--- config.mk ---
export PLATFORM = sky130hd
export DESIGN_NAME = dac_spi_ctrl
export DESIGN_NICKNAME = d
export VERILOG_FILES = /design/src/rtl/dac_spi_ctrl.sv
export SDC_FILE = /design/constraint.sdc
export NUM_CORES = 1
export LEC_CHECK = 0
export CORE_ASPECT_RATIO = 0.75
export CORE_MARGIN = 2
export CORE_UTILIZATION = 30
export DETAILED_ROUTE_END_ITERATION = 16
export GPL_TIMING_DRIVEN = 0
export RECOVER_POWER = 100
export SYNTH_ARGS = -nofsm -noshare
export SYNTH_HDL_FRONTEND = slang
export SYNTH_SLANG_ARGS = --single-unit
--- constraint.sdc ---
create_clock -name clk_in -period 1.8 [get_ports clk_in]
set_input_delay 0.27 -clock clk_in [delete_from_list [all_inputs] [get_ports clk_in]]
set_output_delay 0.27 -clock clk_in [all_outputs]
set_load 0.05 [all_outputs]
--- src/rtl/dac_spi_ctrl.sv ---
// Serial DAC controller: pops write instructions from the queue and shifts each one
// out as a 24-bit {cmd, addr, data} frame on a 3-wire SPI port (SCLK, DIN, SYNC_N).
module dac_spi_ctrl #(
  parameter int                          W_DATA     = 16,
  parameter int                          W_CHS      = 3,
  parameter int                          W_CMD      = 4,
  parameter logic [W_CMD-1:0]            CMD_WRITE  = 4'h3,
  parameter int                          SCLK_DIV   = 2,
  parameter int                          T_GAP      = 4,
  parameter bit                          INIT_EN    = 1'b1,
  parameter logic [W_CMD+4+W_DATA-1:0]   INIT_FRAME = 24'h800001
) (
  input  logic              clk_in,
  input  logic              reset_in,
  input  logic [W_DATA-1:0] data_in,
  input  logic [W_CHS-1:0]  chan_in,
  input  logic              data_valid_in,
  output logic              rd_ack_out,
  output logic              dac_sclk_out,
  output logic              dac_din_out,
  output logic              dac_nsync_out,
  output logic              busy_out,
  output logic              done_out,
  output logic              init_done_out
);

  localparam int W_FRAME = W_CMD + 4 + W_DATA;
  localparam int W_DIV   = (SCLK_DIV > 1) ? $clog2(SCLK_DIV) : 1;
  localparam int W_BIT   = $clog2(W_FRAME);
  localparam int W_GAP   = (T_GAP > 1) ? $clog2(T_GAP) : 1;

  localparam logic [W_DIV-1:0] DIV_LAST = W_DIV'(SCLK_DIV - 1);
  localparam logic [W_BIT-1:0] BIT_LAST = W_BIT'(W_FRAME - 1);
  localparam logic [W_GAP-1:0] GAP_LAST = W_GAP'(T_GAP - 1);

  typedef enum logic [1:0] {ST_INIT, ST_IDLE, ST_SHIFT, ST_GAP} state_t;

  state_t             state;
  // The bit currently on the pin lives in dac_din_out; shift_reg holds the rest.
  logic [W_FRAME-2:0] shift_reg;
  logic [W_DIV-1:0]   div_cnt;
  logic [W_BIT-1:0]   bit_cnt;
  logic [W_GAP-1:0]   gap_cnt;
  logic               is_init;

  assign busy_out = (state != ST_IDLE);

  // NOTE: all state and outputs are updated with non-blocking assignments so every
  // register in this block sees the pre-edge values of the others.
  always_ff @(posedge clk_in) begin
    if (reset_in) begin
      if (INIT_EN) state <= ST_INIT;
      else         state <= ST_IDLE;
      shift_reg     <= '0;
      div_cnt       <= '0;
      bit_cnt       <= '0;
      gap_cnt       <= '0;
      is_init       <= 1'b0;
      rd_ack_out    <= 1'b0;
      dac_sclk_out  <= 1'b0;
      dac_din_out   <= 1'b0;
      dac_nsync_out <= 1'b1;
      done_out      <= 1'b0;
      init_done_out <= !INIT_EN;
    end else begin
      rd_ack_out <= 1'b0;
      done_out   <= 1'b0;
      unique case (state)
        ST_INIT: begin
          {dac_din_out, shift_reg} <= INIT_FRAME;
          is_init       <= 1'b1;
          dac_nsync_out <= 1'b0;
          div_cnt       <= '0;
          bit_cnt       <= '0;
          state         <= ST_SHIFT;
        end
        ST_IDLE: begin
          if (data_valid_in) begin
            {dac_din_out, shift_reg} <= {CMD_WRITE, 4'(chan_in), data_in};
            is_init       <= 1'b0;
            rd_ack_out    <= 1'b1;
            dac_nsync_out <= 1'b0;
            div_cnt       <= '0;
            bit_cnt       <= '0;
            state         <= ST_SHIFT;
          end
        end
        ST_SHIFT: begin
          if (div_cnt == DIV_LAST) begin
            div_cnt <= '0;
            if (!dac_sclk_out) begin
              dac_sclk_out <= 1'b1;
            end else begin
              dac_sclk_out <= 1'b0;
              if (bit_cnt == BIT_LAST) begin
                // Falling edge after the last bit closes the frame.
                dac_nsync_out <= 1'b1;
                dac_din_out   <= 1'b0;
                gap_cnt       <= '0;
                state         <= ST_GAP;
                if (is_init) init_done_out <= 1'b1;
                else         done_out      <= 1'b1;
              end else begin
                {dac_din_out, shift_reg} <= {shift_reg, 1'b0};
                bit_cnt <= bit_cnt + 1'b1;
              end
            end
          end else begin
            div_cnt <= div_cnt + 1'b1;
          end
        end
        ST_GAP: begin
          if (gap_cnt == GAP_LAST) state   <= ST_IDLE;
          else                     gap_cnt <= gap_cnt + 1'b1;
        end
        default: state <= ST_IDLE;
      endcase
    end
  end

endmodule
==> metrics.csv, run 1 <==
stage,metric,value,unit
timing,fmax,549,MHz
die,start_util,0.314,
synth,synth_warnings,0,
flow_run,drv_cap,0,
power_and_ir_drop,p_comb_frac,0.533,
worst_setup_path,cp.required,2.03,ns
placement,placedInstanceArea,2220,µm²
timing,fin_worst_skew,0.00628,ns
clock_network,cts-buffers-inserted,5,
power_and_ir_drop,vdd_ir_drop_max,0.000477,V
die,num_io_pins,29,
timing,slew_headroom,0.608,
worst_setup_path,crit_fanout,7,
synth,ys_seq_area_frac,0.434,
power_and_ir_drop,power_frac_seq,0.303,
power_and_ir_drop,swShare,0.424,
synth,synth-main-ff-cell,dfxtp_1,
clock_network,htreeDepth,2,
synth,synth_cell_types,35,
final_layout,fin_nets,296,
synth,synthArstFlopShare,0,
synth,synth_edf_count,0,
timing,worstMarginPinSlew,0.591,ns
drt,route.vias.total,1770,
worst_setup_path,cp-end-kind,register,
synth,syn-instance-count,219,
placement,place.gp.congestion,0.752,
timing,min_period_over_period,1.01,
drt,drc,0,
global_routing,grt_pass1_wl,7670,µm
die,die_h,71.9,µm
clock_network,cts_tree,done,
placement,hpwl,3200,µm
clock_network,clk-insertion-delay-late,0.29,ns
synth,synth_seq_cells,40,
timing,period_needed,1.82,ns
final_layout,final_cell_area,2570,µm²
drt,viasPerCell,5.12,
placement,placed_cells,324,
die,fp.dieW,94.6,µm
clock_network,cts_hold_buffers,0,
final_layout,largest_reg_flops,23,
drt,wirelength,4750,µm
clock_network,cts.sinks,40,
power_and_ir_drop,p_per_area,1460,nW/µm²
timing,final-hold-violation-count,0,
timing,drv_slew,0,
die,core_area,5890,µm²
final_layout,area_growth,39.4,%
global_routing,grt_pass1_vias,1574,
power_and_ir_drop,finalPower,3.74,mW
timing,rsz0062_at_grt,true,
worst_setup_path,crit_arrival,2.05,ns
power_and_ir_drop,p_switching,1.59,mW
worst_setup_path,timing.setup.critical_path_class,register to register,
global_routing,antenna_found_initial,0,
global_routing,grt_max_degree,13,
drt,first_pass_iters,4,
synth,syn_nets,248,
global_routing,grt_overflow,0,
timing,setup_viol,4,
worst_setup_path,startpoint_type,register,
power_and_ir_drop,leakagePower,0.917,nW
final_layout,antennaDiodeCount,0,
final_layout,stdcell_count,346,
drt,routedWlPerCell,13.7,µm
clock_network,clock_path_buffers,2,
timing,timing.final.ws_setup,-0.0206,ns
clock_network,worst_setup_hold_path_clk_slew,0.08,ns
power_and_ir_drop,clkPwrFrac,0.165,
die,fp-row-count,24,
drt,drtIter0Drc,116,
synth,avgSynthCellArea,8.43,µm²
status,violations,negative setup slack,
die,die_area,6800,µm²
global_routing,track_usage,0.145,
synth,netlist_area,1850,µm²
power_and_ir_drop,intPower,2.16,mW
hold_path,hp-class,input pin to register,
status,status,"complete, but fails checks",
clock_network,cts_root_buffer,clkbuf_8,
placement,numPortBuffers,27,
final_layout,drive_above_1_share,0.198,
drt,ant_nets,0,
## cell type report
cell class | count | area [µm²]
Buffer | 17 | 106
Clock buffer | 6 | 82.6
Clock inverter | 2 | 10.0
Fill cell | 592 | 3310
Inverter | 4 | 17.5
Multi-Input combinational cell | 158 | 1080
Sequential cell | 40 | 815
Tap cell | 78 | 97.6
Timing Repair Buffer | 41 | 367
## cell families after synthesis
logic type / after synthesis / synth area share
flip-flops: 40 / 0.434
AO/OA/AOI/OAI: 63 / 0.235
adder cells (fa/ha/maj): 7 / 0.0475
AND/OR/NAND/NOR: 86 / 0.222
buffers and inverters: 21 / 0.0522
XOR/XNOR: 2 / 0.00949
## worst max-delay path: stages, from the launching register on
cell	delay, ns
dfxtp_4	0.36
ha_4	0.17
and4b_4	0.20
a2111o_1	0.45
buf_6	0.16
or3_1	0.30
a21oi_1	0.12
## power groups by stage
stage	Sequential, mW	Clock [mW]	Combinational [mW]
after global placement	1.11	0	1.53
after CTS	1.13	0.629	1.80
after detailed placement	1.11	0	1.52
after floorplan	1.18	0	1.01
final	1.13	0.616	1.99
after global routing	1.15	0.665	2.17
## layout by cell type (no fill, tap or decap), types with 6 or more instances in the layout
cell             count
a21oi_1             29
a22o_1              18
buf_4               17
clkbuf_1             8
clkbuf_8             6
clkdlybuf4s50_1     25
dfxtp_1             35
nand2_1             27
nand3_1             24
nor2_1              16
## cells in the mapped netlist (2+ instances only)
library cell,instances,area (µm²)
buf_2,2,10.0
a32oi_1,3,26.3
nor2b_1,2,12.5
nand3b_1,2,15.0
buf_4,2,15.0
a211oi_1,3,22.5
nor3_1,3,15.0
nand2b_1,2,12.5
or3_1,3,18.8
and2_1,2,12.5
nor2_1,16,60.1
nand3_1,24,120
inv_1,4,15.0
a22o_1,18,158
dfxtp_1,40,801
a21oi_1,29,145
nor4_1,2,12.5
ha_1,7,87.6
o21ai_0,3,15.0
clkbuf_1,11,41.3
nand2_1,27,101
## worst paths after layout
check / startpoint / end / slack, ns / cells past startpoint
setup / recovery: bit_cnt[0]$_SDFFE_PP0P_ / bit_cnt[2]$_SDFFE_PP0P_ / -0.02 / 6
hold reg to reg: shift_reg[20]$_SDFFE_PP0P_ / shift_reg[20]$_SDFFE_PP0P_ / 0.45 / 2
setup reg to reg: bit_cnt[0]$_SDFFE_PP0P_ / bit_cnt[2]$_SDFFE_PP0P_ / -0.02 / 6
hold / removal: reset_in / state[1]$_SDFFE_PP0P_ / 0.44 / 2
## per-stage QoR
stage          setup TNS, ns  hold WS (ns)  setup slack, ns  utilization
4_1_cts              -0.0108         0.454          -0.0108        0.424
2_1_floorplan              0         0.415           0.0150            -
5_1_grt               -0.814         0.471          -0.0830        0.437
3_5_place_dp           -7.66         0.443           -0.474        0.378
3_3_place_gp           -7.71         0.439           -0.442        0.378
6_report             -0.0313         0.444          -0.0206        0.437
## timing repair
item | in CTS | in global routing
setup buffers | 10 | 3
cloned | 0 | 1
resized for setup | 34 | 17
pin swaps | 6 | 3
setup endpoints to repair | 36 | 32
## per-layer routing
layer	global-route usage	routed length, µm
met2	0.204	2030
met4	0.0435	65
met5	0	0
met1	0.214	2420
met3	0.0447	222
Note: power is estimated with default switching activity, not from simulation.
==> run 2, diff against run 1 <==
Settings changed: CORE_ASPECT_RATIO 0.75 to not set.
==> run 2 against run 1 <==
Against the previous run: the run still ends with negative setup slack left; clock skew rose by 0.0077 ns; critical path depth rose by 3; flip-flop and latch count unchanged; global-route usage is 0.60 points higher; clock-buffer cell count unchanged; die area down 0.10%; clock power up 29%; total power up 9.9%; register-to-register slack hardly changed; sequential share of layout area decreased by 1.3 points; routed wire length is 5.1% higher; first-iteration DRC count up 4.3%.
==> metrics.csv, run 2 (synthesis results as in run 1) <==
stage,metric,value,unit,change
timing,period_needed,1.83,ns,was 1.82 ns
power_and_ir_drop,power_frac_seq,0.274,,was 0.303
flow_run,drv_cap,0,,unchanged
global_routing,grt_pass1_wl,7760,µm,was 7670 µm
worst_setup_path,timing.rr.start,state[1]$_SDFFE_PP0P_,,was bit_cnt[0]$_SDFFE_PP0P_
power_and_ir_drop,leakagePower,0.984,nW,was 0.917 nW
drt,wirelength,4990,µm,was 4750 µm
hold_path,whs_path_depth,2,,unchanged
global_routing,grt_overflow,0,,unchanged
worst_setup_path,cp-end-kind,register,,unchanged
timing,fin_worst_skew,0.0139,ns,was 0.00628 ns
placement,place_ws,-0.468,ns,was -0.474 ns
timing,drv_slew,0,,unchanged
die,fp.dieW,82.4,µm,was 94.6 µm
timing,slew_headroom,0.633,,was 0.608
die,fp-row-count,28,,was 24
clock_network,cts_tree,done,,unchanged
timing,final-hold-violation-count,0,,unchanged
drt,viasPerCell,5.12,,about the same
worst_setup_path,timing.setup.critical_path_class,register to register,,unchanged
drt,wl_met1,2450,µm,was 2420 µm
drt,first_pass_iters,4,,unchanged
worst_setup_path,crit_fanout,5,,was 7
final_layout,stdcell_count,350,,was 346
power_and_ir_drop,clkPwrFrac,0.194,,was 0.165
global_routing,grt_pass1_vias,1570,,was 1574
final_layout,mostFrequentLayoutCells,"dfxtp_1, nand2_1, a21oi_1",,"was dfxtp_1, a21oi_1, nand2_1"
hold_path,hp-class,register to register,,was input pin to register
timing,setup_viol,5,,was 4
worst_setup_path,rrSetupSlack,-0.03,ns,was -0.02 ns
power_and_ir_drop,p_switching,1.69,mW,was 1.59 mW
timing,rsz0062_at_grt,true,,unchanged
placement,placedInstanceArea,2220,µm²,about the same
power_and_ir_drop,intPower,2.43,mW,was 2.16 mW
worst_setup_path,cp.required,1.96,ns,was 2.03 ns
drt,drc,0,,unchanged
placement,placed_cells,321,,was 324
drt,drtIter0Drc,121,,was 116
timing,worstMarginPinSlew,0.551,ns,was 0.591 ns
drt,wl_met2,2290,µm,was 2030 µm
placement,numPortBuffers,27,,unchanged
power_and_ir_drop,vdd_ir_drop_max,0.000739,V,was 0.000477 V
hold_path,min_delay_worst_endpoint,shift_reg[20]$_SDFFE_PP0P_,,was state[1]$_SDFFE_PP0P_
worst_setup_path,r2r_end,shift_reg[7]$_SDFFE_PP0P_,,was bit_cnt[2]$_SDFFE_PP0P_
placement,place.gp.congestion,0.763,,was 0.752
final_layout,antennaDiodeCount,0,,unchanged
die,die_area,6790,µm²,was 6800 µm²
clock_network,clock_path_buffers,2,,unchanged
global_routing,grt_max_degree,14,,was 13
die,die_h,82.4,µm,was 71.9 µm
power_and_ir_drop,finalPower,4.11,mW,was 3.74 mW
timing,tns,-0.115,ns,was -0.0313 ns
die,start_util,0.312,,was 0.314
timing,fmax,546,MHz,was 549 MHz
clock_network,worst_setup_hold_path_clk_slew,0.08,ns,about the same
status,status,"complete, but fails checks",,unchanged
drt,routedWlPerCell,14.2,µm,was 13.7 µm
drt,route.vias.total,1793,,was 1770
clock_network,cts.sinks,40,,unchanged
drt,met3_length,197,µm,was 222 µm
drt,top_layer_used,met4,,unchanged
clock_network,clk-insertion-delay-late,0.30,ns,was 0.29 ns
final_layout,layout_commonest_cell,dfxtp_1,,unchanged
die,core_area,5920,µm²,was 5890 µm²
final_layout,area_growth,45.0,%,was 39.4%
status,violations,negative setup slack,,unchanged
timing,min_period_over_period,1.02,,was 1.01
final_layout,largest_reg_flops,23,,unchanged
worst_setup_path,startpoint_type,register,,unchanged
final_layout,drive_above_1_share,0.233,,was 0.198
final_layout,fillers,572,,was 592
clock_network,cts_root_buffer,clkbuf_8,,unchanged
power_and_ir_drop,swShare,0.410,,was 0.424
placement,hpwl,3250,µm,was 3200 µm
global_routing,track_usage,0.151,,was 0.145
clock_network,htreeDepth,2,,unchanged
final_layout,fin_nets,303,,was 296
clock_network,cts_hold_buffers,0,,unchanged
final_layout,final_cell_area,2680,µm²,was 2570 µm²
worst_setup_path,crit_arrival,1.99,ns,was 2.05 ns
drt,ant_nets,0,,unchanged
global_routing,antenna_found_initial,0,,unchanged
power_and_ir_drop,p_comb_frac,0.532,,was 0.533
timing,timing.final.ws_setup,-0.0314,ns,was -0.0206 ns
clock_network,cts-buffers-inserted,5,,unchanged
die,num_io_pins,29,,unchanged
hold_path,hold_start,shift_reg[20]$_SDFFE_PP0P_,,was reset_in
power_and_ir_drop,p_per_area,1540,nW/µm²,was 1460 nW/µm²
worst_setup_path,reg2reg_depth,9,,was 6
[run 2: cell type report]
class	instances	area, µm²	area share
Multi-Input combinational cell	158	1090	0.406
Sequential cell	40	812	0.303
Clock inverter	2	38.8	0.0145
Inverter	4	17.5	0.00655
Buffer	17	118	0.0439
Clock buffer	6	82.6	0.0309
Tap cell	75	93.8	0.0351
Timing Repair Buffer	48	427	0.159
[run 2: worst max path at each step]
| stage | from | endpoint | slack, ns | depth (start not counted) |
|---|---|---|---|---|
| 2_1_floorplan | state[0]$_SDFFE_PP0P_ | state[1]$_SDFFE_PP0P_ | 0.01 | 6 |
| 3_3_place_gp | state[1]$_SDFFE_PP0P_ | busy_out | -0.50 | 5 |
| 3_5_place_dp | state[1]$_SDFFE_PP0P_ | busy_out | -0.47 | 5 |
| 4_1_cts | state[1]$_SDFFE_PP0P_ | bit_cnt[2]$_SDFFE_PP0P_ | 0.002 | 7 |
| 5_1_grt | state[1]$_SDFFE_PP0P_ | bit_cnt[2]$_SDFFE_PP0P_ | -0.09 | 7 |
| 6_report | state[1]$_SDFFE_PP0P_ | shift_reg[7]$_SDFFE_PP0P_ | -0.03 | 9 |
[run 2: per-stage QoR]
step	utilization	hold WS (ns)
after CTS	0.430	0.456
after floorplan	-	0.415
after global placement	0.375	0.443
final	0.452	0.457
after global routing	0.452	0.471
after detailed placement	0.375	0.444
[run 2: per-layer routing]
metal / GRT usage / vias up
met5: 0 / -
met4: 0.0450 / 0
met3: 0.0326 / 7
met2: 0.238 / 38
met1: 0.208 / 853
li1: - / 895
[run 2: what timing repair did]
item                       CTS  global route
pin swaps                    1             6
buffers inserted             9             9
hold endpoints to repair     0             0
resized for setup           38            13
setup endpoints to repair   36            32
cloned                       1             2
[run 2: worst max-delay path: stages, from the launching register on]
cell	delay, ns
dfxtp_4	0.39
inv_4	0.05
ha_4	0.15
nor2b_4	0.14
a2111o_1	0.42
buf_4	0.15
buf_4	0.13
buf_2	0.14
nand2_1	0.06
a21oi_1	0.06
[run 2: power groups by stage]
stage	sequential (mW)	combinational, mW	clock (mW)
final	1.13	2.19	0.797
after global routing	1.14	2.36	0.845
after floorplan	1.18	1.01	0
after detailed placement	1.12	1.53	0
after CTS	1.12	1.92	0.807
after global placement	1.11	1.53	0
